### src/rtl/key_pkg.sv
// Shared definitions for the keyboard-to-character controller: caps state
// encoding, special PS/2 set-2 scan codes and the letter scan-code table.
package key_pkg;

   typedef enum logic {
      LOWER = 1'b0,
      UPPER = 1'b1
   } caps_e;

   localparam logic [7:0] SC_CAPS   = 8'h58;
   localparam logic [7:0] SC_LSHIFT = 8'h12;
   localparam logic [7:0] SC_RSHIFT = 8'h59;
   localparam logic [7:0] SC_SPACE  = 8'h29;
   localparam logic [7:0] SC_ENTER  = 8'h5A;

   localparam int unsigned N_LETTERS = 26;

   // Set-2 make codes for A..Z, indexed by letter position
   localparam logic [7:0] LETTER_CODES [N_LETTERS] = '{
      8'h1C, 8'h32, 8'h21, 8'h23, 8'h24, 8'h2B, 8'h34, 8'h33, 8'h43,
      8'h3B, 8'h42, 8'h4B, 8'h3A, 8'h31, 8'h44, 8'h4D, 8'h15, 8'h2D,
      8'h1B, 8'h2C, 8'h3C, 8'h2A, 8'h1D, 8'h22, 8'h35, 8'h1A
   };

   // Returns {hit, index[4:0]} for a scan code against the letter table
   function automatic logic [5:0] letter_lookup(input logic [7:0] code);
      logic       hit;
      logic [4:0] idx;
      hit = 1'b0;
      idx = 5'd0;
      for (int i = 0; i < int'(N_LETTERS); i++) begin
         if (code == LETTER_CODES[i]) begin
            hit = 1'b1;
            idx = 5'(i);
         end
      end
      return {hit, idx};
   endfunction

endpackage

### src/rtl/char_fifo.sv
// Character FIFO with drop-on-full write and simultaneous pop/push when full.
module char_fifo #(
   parameter int unsigned FIFO_DEPTH = 4
) (
   input  logic       clk,
   input  logic       rst_n,
   input  logic       wr_en,
   input  logic [7:0] wr_data,
   input  logic       rd_en,
   output logic       rd_valid,
   output logic [7:0] rd_data,
   output logic       overflow
);

   localparam int unsigned AW = (FIFO_DEPTH > 1) ? $clog2(FIFO_DEPTH) : 1;
   localparam int unsigned CW = AW + 1;

   logic [7:0]    mem [FIFO_DEPTH];
   logic [AW-1:0] wr_ptr_q, wr_ptr_d;
   logic [AW-1:0] rd_ptr_q, rd_ptr_d;
   logic [CW-1:0] count_q, count_d;
   logic          overflow_q, overflow_d;
   logic          full, empty, pop, push;

   assign empty = (count_q == CW'(0));
   assign full  = (count_q == CW'(FIFO_DEPTH));
   assign pop   = rd_en && !empty;
   assign push  = wr_en && (!full || pop);

   always_comb begin
      wr_ptr_d   = wr_ptr_q;
      rd_ptr_d   = rd_ptr_q;
      count_d    = count_q;
      overflow_d = wr_en && full && !pop;
      if (push) wr_ptr_d = wr_ptr_q + AW'(1);
      if (pop)  rd_ptr_d = rd_ptr_q + AW'(1);
      if (push && !pop)      count_d = count_q + CW'(1);
      else if (pop && !push) count_d = count_q - CW'(1);
   end

   always_ff @(posedge clk) begin
      if (!rst_n) begin
         wr_ptr_q   <= '0;
         rd_ptr_q   <= '0;
         count_q    <= '0;
         overflow_q <= 1'b0;
      end else begin
         wr_ptr_q   <= wr_ptr_d;
         rd_ptr_q   <= rd_ptr_d;
         count_q    <= count_d;
         overflow_q <= overflow_d;
      end
   end

   // Storage needs no reset: the head is masked while empty
   always_ff @(posedge clk) begin
      if (push) mem[wr_ptr_q] <= wr_data;
   end

   assign rd_valid = !empty;
   assign rd_data  = empty ? 8'h00 : mem[rd_ptr_q];
   assign overflow = overflow_q;

endmodule

### src/rtl/key_char_ctrl.sv
// Turns decoded PS/2 key events into ASCII characters, tracking caps lock
// and shift state, and buffers them in a small FIFO for the consumer.
module key_char_ctrl
   import key_pkg::*;
#(
   parameter int unsigned FIFO_DEPTH = 4
) (
   input  logic       clk,
   input  logic       rst_n,
   input  logic       key_valid,
   input  logic       key_make,
   input  logic [7:0] key_code,
   input  logic       out_ready,
   output logic       out_valid,
   output logic [7:0] out_char,
   output logic       caps_led,
   output logic       overflow
);

   caps_e      caps_q, caps_d;
   logic       held_q, held_d;
   logic       lshift_q, lshift_d;
   logic       rshift_q, rshift_d;
   logic       dec_vld_q, dec_vld_d;
   logic [7:0] dec_char_q, dec_char_d;
   logic [5:0] lut;
   logic       upper;

   assign lut   = letter_lookup(key_code);
   assign upper = (caps_q == UPPER) ^ (lshift_q | rshift_q);

   // Next-state for caps FSM, modifier flags and the decode stage
   always_comb begin
      caps_d     = caps_q;
      held_d     = held_q;
      lshift_d   = lshift_q;
      rshift_d   = rshift_q;
      dec_vld_d  = 1'b0;
      dec_char_d = 8'h00;
      if (key_valid) begin
         case (key_code)
            SC_CAPS: begin
               if (key_make) begin
                  if (!held_q) caps_d = (caps_q == LOWER) ? UPPER : LOWER;
                  held_d = 1'b1;
               end else begin
                  held_d = 1'b0;
               end
            end
            SC_LSHIFT: lshift_d = key_make;
            SC_RSHIFT: rshift_d = key_make;
            SC_SPACE: begin
               dec_vld_d  = key_make;
               dec_char_d = 8'h20;
            end
            SC_ENTER: begin
               dec_vld_d  = key_make;
               dec_char_d = 8'h0D;
            end
            default: begin
               if (key_make && lut[5]) begin
                  dec_vld_d  = 1'b1;
                  dec_char_d = (upper ? 8'h41 : 8'h61) + {3'b000, lut[4:0]};
               end
            end
         endcase
      end
   end

   always_ff @(posedge clk) begin
      if (!rst_n) begin
         caps_q     <= LOWER;
         held_q     <= 1'b0;
         lshift_q   <= 1'b0;
         rshift_q   <= 1'b0;
         dec_vld_q  <= 1'b0;
         dec_char_q <= 8'h00;
      end else begin
         caps_q     <= caps_d;
         held_q     <= held_d;
         lshift_q   <= lshift_d;
         rshift_q   <= rshift_d;
         dec_vld_q  <= dec_vld_d;
         dec_char_q <= dec_char_d;
      end
   end

   assign caps_led = (caps_q == UPPER);

   char_fifo #(
      .FIFO_DEPTH(FIFO_DEPTH)
   ) u_fifo (
      .clk      (clk),
      .rst_n    (rst_n),
      .wr_en    (dec_vld_q),
      .wr_data  (dec_char_q),
      .rd_en    (out_ready),
      .rd_valid (out_valid),
      .rd_data  (out_char),
      .overflow (overflow)
   );

endmodule

### config.mk
export PLATFORM = sky130hd
export DESIGN_NAME = key_char_ctrl
export DESIGN_NICKNAME = d
export VERILOG_FILES = /design/src/rtl/key_pkg.sv /design/src/rtl/char_fifo.sv /design/src/rtl/key_char_ctrl.sv
export SDC_FILE = /design/constraint.sdc
export NUM_CORES = 1
export LEC_CHECK = 0
export CAP_MARGIN = 20
export CORE_UTILIZATION = 30
export DETAILED_ROUTE_END_ITERATION = 16
export GPL_TIMING_DRIVEN = 1
export MAX_ROUTING_LAYER = met4
export PLACE_DENSITY_LB_ADDON = 0.3
export SLEW_MARGIN = 20
export SYNTH_ARGS = -nofsm -noshare
export SYNTH_HDL_FRONTEND = slang
export SYNTH_SLANG_ARGS = --single-unit
### constraint.sdc
create_clock -name clk -period 2.3 [get_ports clk]
set_input_delay 0.345 -clock clk [delete_from_list [all_inputs] [get_ports clk]]
set_output_delay 0.345 -clock clk [all_outputs]
set_load 0.05 [all_outputs]
==> results.py, run 1 <==
metrics = {
    "sta": {
        "fin_worst_skew_ns": 0.006194,
        "period_minus_slack_ns": 2.163,
        "finalHoldViolCount": 0,
        "drv_slew": 0,
        "fin_crit_sh": 0.9406,
        "finalSetupViolations": 0,
        "max_freq_mhz": 462.2,
        "holdWs_ns": 0.4722,
        "setup_ws_ns": 0.1365,
    },
    "floorplanning": {
        "die_w_um": 98.09,
        "core_area_mm2": 0.008848,
        "dieArea_mm2": 0.009622,
        "num_rows": 34,
        "die_h_um": 98.09,
        "io_pins": 24,
        "initial_core_util": 0.3131,
    },
    "placement": {
        "port_buffers": 23,
        "place_hpwl_mm": 4.293,
        "pre_cts_ws_ns": -0.2981,
        "placed_area_mm2": 0.003436,
        "gp_congestion": 0.8594,
        "placed_cells": 406,
    },
    "logic_synthesis": {
        "yosysUniqueCellTypes": 53,
        "synthMuxAreaShare": 0.08311,
        "synth-edff-count": 32,
        "synth_area_per_cell_um2": 11.74,
        "synth_compound_area_frac": 0.09395,
        "yosys.area_share.adder": 0.03433,
        "netlist_top_cells_count": "edfxtp_1, dfxtp_1, and2_1",
        "synth_area_leaders": "edfxtp_1, dfxtp_1, mux4_2, and2_1, ha_1",
        "netlist_area_mm2": 0.002770,
        "yosys.area_share.simple": 0.2064,
        "synthDominantCellAreaShare": 0.3469,
        "syn_nets": 256,
        "synthArstFlopShare": 0,
        "ys_warn_count": 0,
        "yosysTopAreaCell": "edfxtp_1",
        "synth_top_family_by_area": "simple AND/OR/NAND/NOR gates",
        "synthXorXnorAreaFrac": 0.03162,
        "syn_inst": 236,
        "synth_seq_cells": 55,
        "yosysSeqAreaShare": 0.5131,
        "synthFlopType": "edfxtp_1",
        "yosys.cell_count.top_type": "edfxtp_1",
    },
    "route": {
        "vias": 1983,
        "dr.first_iter.drc_count": 56,
        "wire_per_inst_um": 13.47,
        "drc": 1,
        "dr.pass1.iters": 10,
        "ant_nets": 0,
        "drt-total-wl_mm": 5.578,
        "avgViaCountPerCell": 4.790,
    },
    "grt": {
        "grt_max_degree": 21,
        "antenna_found_initial": 0,
        "grt_usage": 0.1275,
        "grt_overflow": 0,
        "grt_pass1_vias": 2019,
        "grt_pass1_wl_mm": 9.522,
    },
    "final_layout": {
        "fillers": 873,
        "final_area_mm2": 0.003550,
        "fin_util": 0.4012,
        "syn_to_final_growth_pct": 28.14,
        "seq_area_mm2": 0.001423,
        "stdcell_count": 414,
        "n_antenna_cell": 0,
        "multi_input_area_mm2": 0.001252,
        "finalNetCount": 325,
        "drive_gt1_frac": 0.2843,
    },
    "clocking": {
        "insertion_delay_ns": 0.31,
        "cts_tree": "yes",
        "cts_max_level": 2,
        "root_buffer": "clkbuf_8",
        "path_clk_slew_ns": 0.10,
        "cts.sinks": 55,
        "numCtsBuffers": 5,
        "clock_path_buffers": 2,
    },
    "setup_path": {
        "r2r-start": "u_fifo.count_q[0]",
        "cp-start-kind": "primary input",
        "setup.worst_path.end_class": "flip-flop",
        "critical_path.max_fanout": 11,
        "crit_type": "in2reg",
        "timing.critical_path.to": "dec_char_q[2]",
        "cp.required_ns": 2.51,
        "r2r_end": "u_fifo.count_q[2]",
        "cp.arrival_ns": 2.37,
        "startpoint": "key_code[3]",
        "r2r_slack_ns": 0.17,
        "r2r_cells": 8,
    },
    "status": {
        "violations": "DRC",
        "outcome": "finished, violations left",
    },
    "hold_path": {
        "hp-class": "reg2reg",
        "hold_path.startpoint": "rshift_q",
    },
    "run": {
        "cap_violations": 0,
    },
    "pwr": {
        "leakagePower_nw": 1.340,
        "p_per_area_mw_per_mm2": 857.5,
        "vdd_drop_max_mv": 0.3788,
    },
}
## per-stage QoR
| step | total power, mW | TNS, ns |
|---|---|---|
| finish | 3.044 | 0 |
| global route | 3.201 | -0.01684 |
| CTS | 3.072 | 0 |
| detailed placement | 2.527 | -1.900 |
| global placement | 2.520 | -2.126 |
| floorplan | 2.087 | 0 |
## flip-flops by register name, indices dropped and copies added, names as in the netlist, named ones only
name	count
u_fifo.mem	32
dec_char_q	8
u_fifo.count_q	3
u_fifo.rd_ptr_q	2
u_fifo.wr_ptr_q	2
caps_led	1
dec_vld_q	1
held_q	1
lshift_q	1
rshift_q	1
u_fifo.overflow	1
## metal layers
layer / track usage / share of wire / wire (um)
met1: 0.1500 / 0.46 / 2550
met2: 0.2178 / 0.49 / 2744
met3: 0.02219 / 0.031 / 175
met4: 0.04662 / 0.019 / 108
met5: - / 0 / 0
## power by group
group / total [mW] / internal (mW) / switching, mW / leakage (nW)
logic: 1.36 / 0.536 / 0.827 / 0.832
registers: 1.12 / 1.08 / 0.0413 / 0.457
clock network: 0.560 / 0.230 / 0.329 / 0.0511
total: 3.04 / 1.85 / 1.20 / 1.34
## layout make-up
class / count / share of cell area
Clock buffer: 5 / 0.01939
Timing Repair Buffer: 75 / 0.1724
Inverter: 8 / 0.008460
Clock inverter: 3 / 0.008107
Multi-Input combinational cell: 160 / 0.3528
Sequential cell: 55 / 0.4008
Tap cell: 108 / 0.03807
## placed cells by master, fill, tap and decap left out, types with 5 or more instances in the layout
master | netlist | layout
nor2_1 | 8 | 8
dlymetal6s2s_1 | 0 | 5
nand3_1 | 11 | 11
edfxtp_1 | 32 | 32
xnor2_1 | 7 | 7
nor2b_1 | 9 | 9
inv_1 | 8 | 8
o21ai_0 | 6 | 6
and2_1 | 18 | 18
dfxtp_1 | 23 | 22
nand2_1 | 14 | 13
mux2i_1 | 5 | 5
clkbuf_8 | 0 | 5
buf_4 | 2 | 60
ha_1 | 6 | 6
clkdlybuf4s50_1 | 0 | 9
mux4_2 | 8 | 8
## worst max-delay path: stages
cell             delay, ns
clkdlybuf4s50_1       0.55
buf_4                 0.22
xnor2_1               0.13
nand2_1               0.09
a21oi_1               0.07
or4_4                 0.50
ha_1                  0.24
xnor2_1               0.16
o21ai_1               0.07
## logic make-up (layout without fill, tap and decap cells)
kind of cell               count (synthesis)  count (layout)
and+or+nand+nor                           93              93
DFF                                       55              55
AOI/OAI and AO/OA                         36              36
buffers and inverters                     21              91
muxes                                     13              13
xor gates and xnor gates                  10              10
adders and majority gates                  7               7
other                                      1               1
## timing repair
item	in CTS	in global routing
hold buffers	0	0
setup endpoints to repair	1	7
pin swaps	0	0
hold endpoints to repair	0	0
gates resized for setup	1	8
buffers inserted	0	0
## how the worst min path moves through the flow
stage                       end  slack [ns]  depth (start not counted)
5_1_grt         u_fifo.overflow        0.50                          1
2_1_floorplan  u_fifo.mem[0][0]        0.44                          0
6_report               rshift_q        0.47                          2
3_5_place_dp    u_fifo.overflow        0.46                          1
4_1_cts                rshift_q        0.48                          2
3_3_place_gp             held_q        0.45                          2
Note: power is estimated with default switching activity, not from simulation.
==> inputs of run 2 (changes only) <==
--- a/config.mk
+++ b/config.mk
@@ -9,7 +9,6 @@
 export CORE_UTILIZATION = 30
 export DETAILED_ROUTE_END_ITERATION = 16
 export GPL_TIMING_DRIVEN = 1
-export MAX_ROUTING_LAYER = met4
 export PLACE_DENSITY_LB_ADDON = 0.3
 export SLEW_MARGIN = 20
 export SYNTH_ARGS = -nofsm -noshare
==> results.py, run 2 (same netlist as run 1, synthesis figures left out) <==
metrics = {
    "sta": {
        "finalHoldViolCount": 0,
        "fin_crit_sh": 0.9448,
        "max_freq_mhz": 460.2,
        "rsz0062_at_grt": "no",
        "drv_slew": 0,
        "finalSetupViolations": 0,
        "period_minus_slack_ns": 2.173,
        "fin_worst_skew_ns": 0.009843,
        "holdWs_ns": 0.4704,
    },
    "floorplanning": {
        "num_rows": 34,
        "initial_core_util": 0.3131,
        "die_h_um": 98.09,
        "die_w_um": 98.09,
        "io_pins": 24,
        "dieArea_mm2": 0.009622,
        "core_area_mm2": 0.008848,
    },
    "pwr": {
        "p_per_area_mw_per_mm2": 848.5,
        "p_sw_frac": 0.3913,
        "clkPwrFrac": 0.174,
        "leakagePower_nw": 1.325,
        "p_seq_frac": 0.372,
        "vdd_drop_max_mv": 0.5197,
        "switchingPower_mw": 1.177,
        "total_power_mw": 3.008,
        "pwr-share-comb": 0.453,
        "internal_power_mw": 1.831,
    },
    "final_layout": {
        "reg_top3": "u_fifo.mem: 32 flops, dec_char_q: 8 flops, u_fifo.count_q: 3 flops",
        "syn_to_final_growth_pct": 27.96,
        "final_common_cell": "buf_4",
        "largest_reg_flops": 32,
        "layout_common_cells": "buf_4, edfxtp_1, dfxtp_1",
        "finalNetCount": 325,
        "fillers": 891,
        "fin_util": 0.4006,
        "regMostFlops": "u_fifo.mem",
        "drive_gt1_frac": 0.2810,
        "n_antenna_cell": 0,
    },
    "clocking": {
        "cts_max_level": 2,
        "cts_tree": "yes",
        "path_clk_slew_ns": 0.10,
        "insertion_delay_ns": 0.30,
        "cts_resized": 1,
        "cts_setup_buffers": 0,
        "cts.sinks": 55,
        "numCtsBuffers": 5,
        "clock_path_buffers": 2,
        "root_buffer": "clkbuf_8",
        "cts_hold_buf": 0,
    },
    "setup_path": {
        "cp-start-kind": "flip-flop",
        "critical_path.max_fanout": 4,
        "crit_path_max_incr_delay_ns": 0.40,
        "worst_path_most_repeated_cell": "or3_1",
        "crit_family": "simple AND/OR/NAND/NOR gates",
        "path_cells": "or3_1, nand2_1, ha_1, inv_1, fa_1, xor2_1, or3_1, a21boi_0",
        "crit_type": "reg2reg",
        "cp.buffers_inverters": 1,
        "cp.arrival_ns": 2.41,
        "slowest_stage": "or3_1",
        "cp.required_ns": 2.54,
        "setup.worst_path.end_class": "flip-flop",
    },
    "route": {
        "ant_nets": 0,
        "wire_per_inst_um": 13.33,
        "vias": 2025,
        "dr.first_iter.drc_count": 76,
        "dr.pass1.iters": 10,
        "avgViaCountPerCell": 4.891,
        "drc": 1,
        "drt-total-wl_mm": 5.519,
    },
    "grt": {
        "grt_max_degree": 19,
        "grt_usage": 0.1222,
        "antenna_found_initial": 0,
        "grt_pass1_wl_mm": 9.439,
        "grt_pass1_vias": 2014,
        "grt_overflow": 0,
    },
    "status": {
        "outcome": "finished, violations left",
        "violations": "DRC",
    },
    "run": {
        "cap_violations": 0,
    },
    "placement": {
        "port_buffers": 23,
        "gp_congestion": 0.8956,
        "place_hpwl_mm": 4.282,
    },
    "hold_path": {
        "hp-class": "reg2reg",
    },
}
==> run 2: final cells by class <==
class                           count  area [um2]  area share
Inverter                            8       30.03    0.008472
Tap cell                          108       135.1     0.03812
Multi-Input combinational cell    160        1255      0.3540
Timing Repair Buffer               75       609.3      0.1719
Clock buffer                        5       68.82     0.01941
Sequential cell                    55        1421      0.4010
Clock inverter                      3       25.02    0.007060
==> run 2: tightest hold or removal path, cell delays in order (launching register included) <==
cell and delay, ns:
dfxtp_1 0.32, nand2_1 0.05, a21boi_0 0.06
==> run 2: worst paths after layout <==
check                 endpoint              start  depth (start not counted)  slack [ns]
min reg2reg           rshift_q           rshift_q                          2        0.47
min                   rshift_q           rshift_q                          2        0.47
max reg2reg  u_fifo.count_q[2]  u_fifo.count_q[0]                          8        0.13
max          u_fifo.count_q[2]  u_fifo.count_q[0]                          8        0.13
==> run 2: power by group through the flow <==
stage	clock network, mW	registers [mW]	logic [mW]
2_1_floorplan	0	1.13	0.958
3_3_place_gp	0	1.14	1.38
3_5_place_dp	0	1.14	1.40
4_1_cts	0.552	1.12	1.38
5_1_grt	0.587	1.13	1.45
6_report	0.524	1.12	1.36
==> run 2: per-stage QoR <==
step / setup WS, ns / TNS [ns] / area [um2] / cells
2_1_floorplan: 0.2259 / 0 / 2770 / 236
3_3_place_gp: -0.2658 / -1.816 / 3436 / 406
3_5_place_dp: -0.2374 / -1.680 / 3436 / 406
4_1_cts: 0.09687 / 0 / 3528 / 414
5_1_grt: 0.01309 / 0 / 3545 / 414
6_report: 0.1270 / 0 / 3545 / 414
==> run 2: metal layers <==
| layer | up-vias | share of wire | global-route usage |
|---|---|---|---|
| met5 | - | 0 | 0 |
| met4 | 0 | 0.026 | 0.04779 |
| met3 | 12 | 0.035 | 0.02076 |
| met2 | 45 | 0.50 | 0.2205 |
| met1 | 956 | 0.44 | 0.1440 |
| li1 | 1012 | - | - |
==> inputs of run 3 (changes only) <==
--- a/config.mk
+++ b/config.mk
@@ -6,7 +6,7 @@
 export NUM_CORES = 1
 export LEC_CHECK = 0
 export CAP_MARGIN = 20
-export CORE_UTILIZATION = 30
+export CORE_UTILIZATION = 45
 export DETAILED_ROUTE_END_ITERATION = 16
 export GPL_TIMING_DRIVEN = 1
 export PLACE_DENSITY_LB_ADDON = 0.3
==> results.py, run 3 (same netlist as run 1, synthesis figures left out) <==
metrics = {
    "status": {
        "outcome": "finished clean",
    },
    "final_layout": {
        "final_area_mm2": 0.003497,
        "reg_top3": "u_fifo.mem: 32 flops, dec_char_q: 8 flops, u_fifo.count_q: 3 flops",
        "fillers": 498,
        "syn_to_final_growth_pct": 26.24,
        "final_common_cell": "buf_4",
        "drive_gt1_frac": 0.2682,
        "largest_reg_flops": 32,
        "regMostFlops": "u_fifo.mem",
        "finalNetCount": 321,
        "n_antenna_cell": 0,
        "layout_common_cells": "buf_4, edfxtp_1, dfxtp_1",
    },
    "clocking": {
        "cts.sinks": 55,
        "numCtsBuffers": 5,
        "clock_path_buffers": 2,
        "cts_max_level": 2,
        "root_buffer": "clkbuf_8",
        "path_clk_slew_ns": 0.09,
        "cts_tree": "yes",
        "cts_hold_buf": 0,
        "insertion_delay_ns": 0.29,
    },
    "route": {
        "avgViaCountPerCell": 5.236,
        "dr.pass1.iters": 4,
        "drc": 0,
        "vias": 1974,
        "dr.first_iter.drc_count": 44,
        "ant_nets": 0,
        "wire_per_inst_um": 14.48,
        "drt-total-wl_mm": 5.460,
    },
    "floorplanning": {
        "dieArea_mm2": 0.006474,
        "die_w_um": 80.46,
        "initial_core_util": 0.4679,
        "die_h_um": 80.46,
        "io_pins": 24,
        "core_area_mm2": 0.005921,
        "num_rows": 28,
    },
    "placement": {
        "placed_area_mm2": 0.003364,
        "place_hpwl_mm": 4.213,
        "gp_congestion": 0.8997,
        "port_buffers": 23,
    },
    "hold_path": {
        "hold_path.startpoint": "held_q",
        "holdPathEnd": "held_q",
        "whs_path_depth": 2,
        "hp-class": "reg2reg",
    },
    "grt": {
        "grt_overflow": 0,
        "antenna_found_initial": 0,
        "grt.busiest_layer": "met2",
        "use_met2": 0.3356,
        "grt_usage": 0.1862,
        "grtUsageMet3": 0.02500,
        "grt_pass1_vias": 1955,
        "gr-usage-met1": 0.2229,
        "grt_max_degree": 18,
        "grt_pass1_wl_mm": 9.156,
    },
    "setup_path": {
        "crit_type": "in2reg",
        "r2r_end": "u_fifo.count_q[2]",
        "critical_path.max_fanout": 6,
        "setup.worst_path.end_class": "flip-flop",
        "cp.required_ns": 2.49,
        "startpoint": "key_code[3]",
        "r2r_cells": 8,
        "r2r-start": "u_fifo.count_q[0]",
        "r2r_slack_ns": 0.21,
        "cp.arrival_ns": 2.36,
        "cp-start-kind": "primary input",
    },
    "run": {
        "cap_violations": 0,
    },
    "sta": {
        "finalHoldViolCount": 0,
        "rsz0062_at_grt": "yes",
        "setup_tns_ns": 0,
        "drv_slew": 0,
        "fin_worst_skew_ns": 0.007424,
        "fin_crit_sh": 0.9452,
        "max_freq_mhz": 460.0,
        "period_minus_slack_ns": 2.174,
        "finalSetupViolations": 0,
    },
    "pwr": {
        "p_per_area_mw_per_mm2": 886.4,
        "vdd_drop_max_mv": 0.8512,
        "total_power_mw": 3.100,
        "leakagePower_nw": 1.333,
    },
}
==> run 3: repair_timing <==
action                     4_1_cts  5_1_grt
setup endpoints to repair        0       10
setup buffers                    0        0
gates resized for setup          0       11
==> run 3: routing by layer <==
layer / vias to the layer above / share of wire
met5: - / 0
met4: 0 / 0.024
met3: 10 / 0.025
met2: 37 / 0.52
met1: 929 / 0.43
li1: 998 / -
==> run 3: how the worst max path moves through the flow <==
stage / end / slack (ns) / cells past startpoint
after floorplan: u_fifo.count_q[2] / 0.23 / 8
after global placement: dec_char_q[3] / -0.27 / 8
after detailed placement: dec_char_q[2] / -0.26 / 8
after CTS: out_valid / 0.004 / 3
after global routing: dec_char_q[4] / -0.002 / 8
final: dec_char_q[2] / 0.13 / 8
==> run 3: final cells by class <==
type                       count  area (um2)  share of cell area
sequential                    55        1423              0.4068
multi-input combinational    160        1251              0.3578
timing repair buffer          71       589.3              0.1685
tap                           75       93.84             0.02683
clock buffer                   6       72.57             0.02075
clock inverter                 2       37.54             0.01073
inverter                       8       30.03            0.008587
==> run 3: where the power goes <==
part / total (mW) / leakage [nW] / switching (mW) / internal, mW
combinational: 1.37 / 0.825 / 0.830 / 0.545
sequential: 1.12 / 0.457 / 0.0427 / 1.08
clock: 0.602 / 0.0514 / 0.278 / 0.324
==> run 3: worst max-delay path, stage by stage <==
cell and delay (ns):
clkdlybuf4s50_1 0.50, and4b_1 0.23, o211ai_2 0.19, o21ai_1 0.09
or4_4 0.53, ha_1 0.24, xnor2_1 0.15, o21ai_1 0.07
==> run 3: per-stage QoR <==
step | hold WS, ns | std cells | utilization | worst slack (ns)
3_3_place_gp | 0.4508 | 369 | 0.5683 | -0.2717
6_report | 0.4737 | 377 | 0.5907 | 0.1261
4_1_cts | 0.4766 | 377 | 0.5869 | 0.003881
2_1_floorplan | 0.4383 | 236 | - | 0.2259
5_1_grt | 0.5006 | 377 | 0.5907 | -0.001534
3_5_place_dp | 0.4670 | 369 | 0.5683 | -0.2569
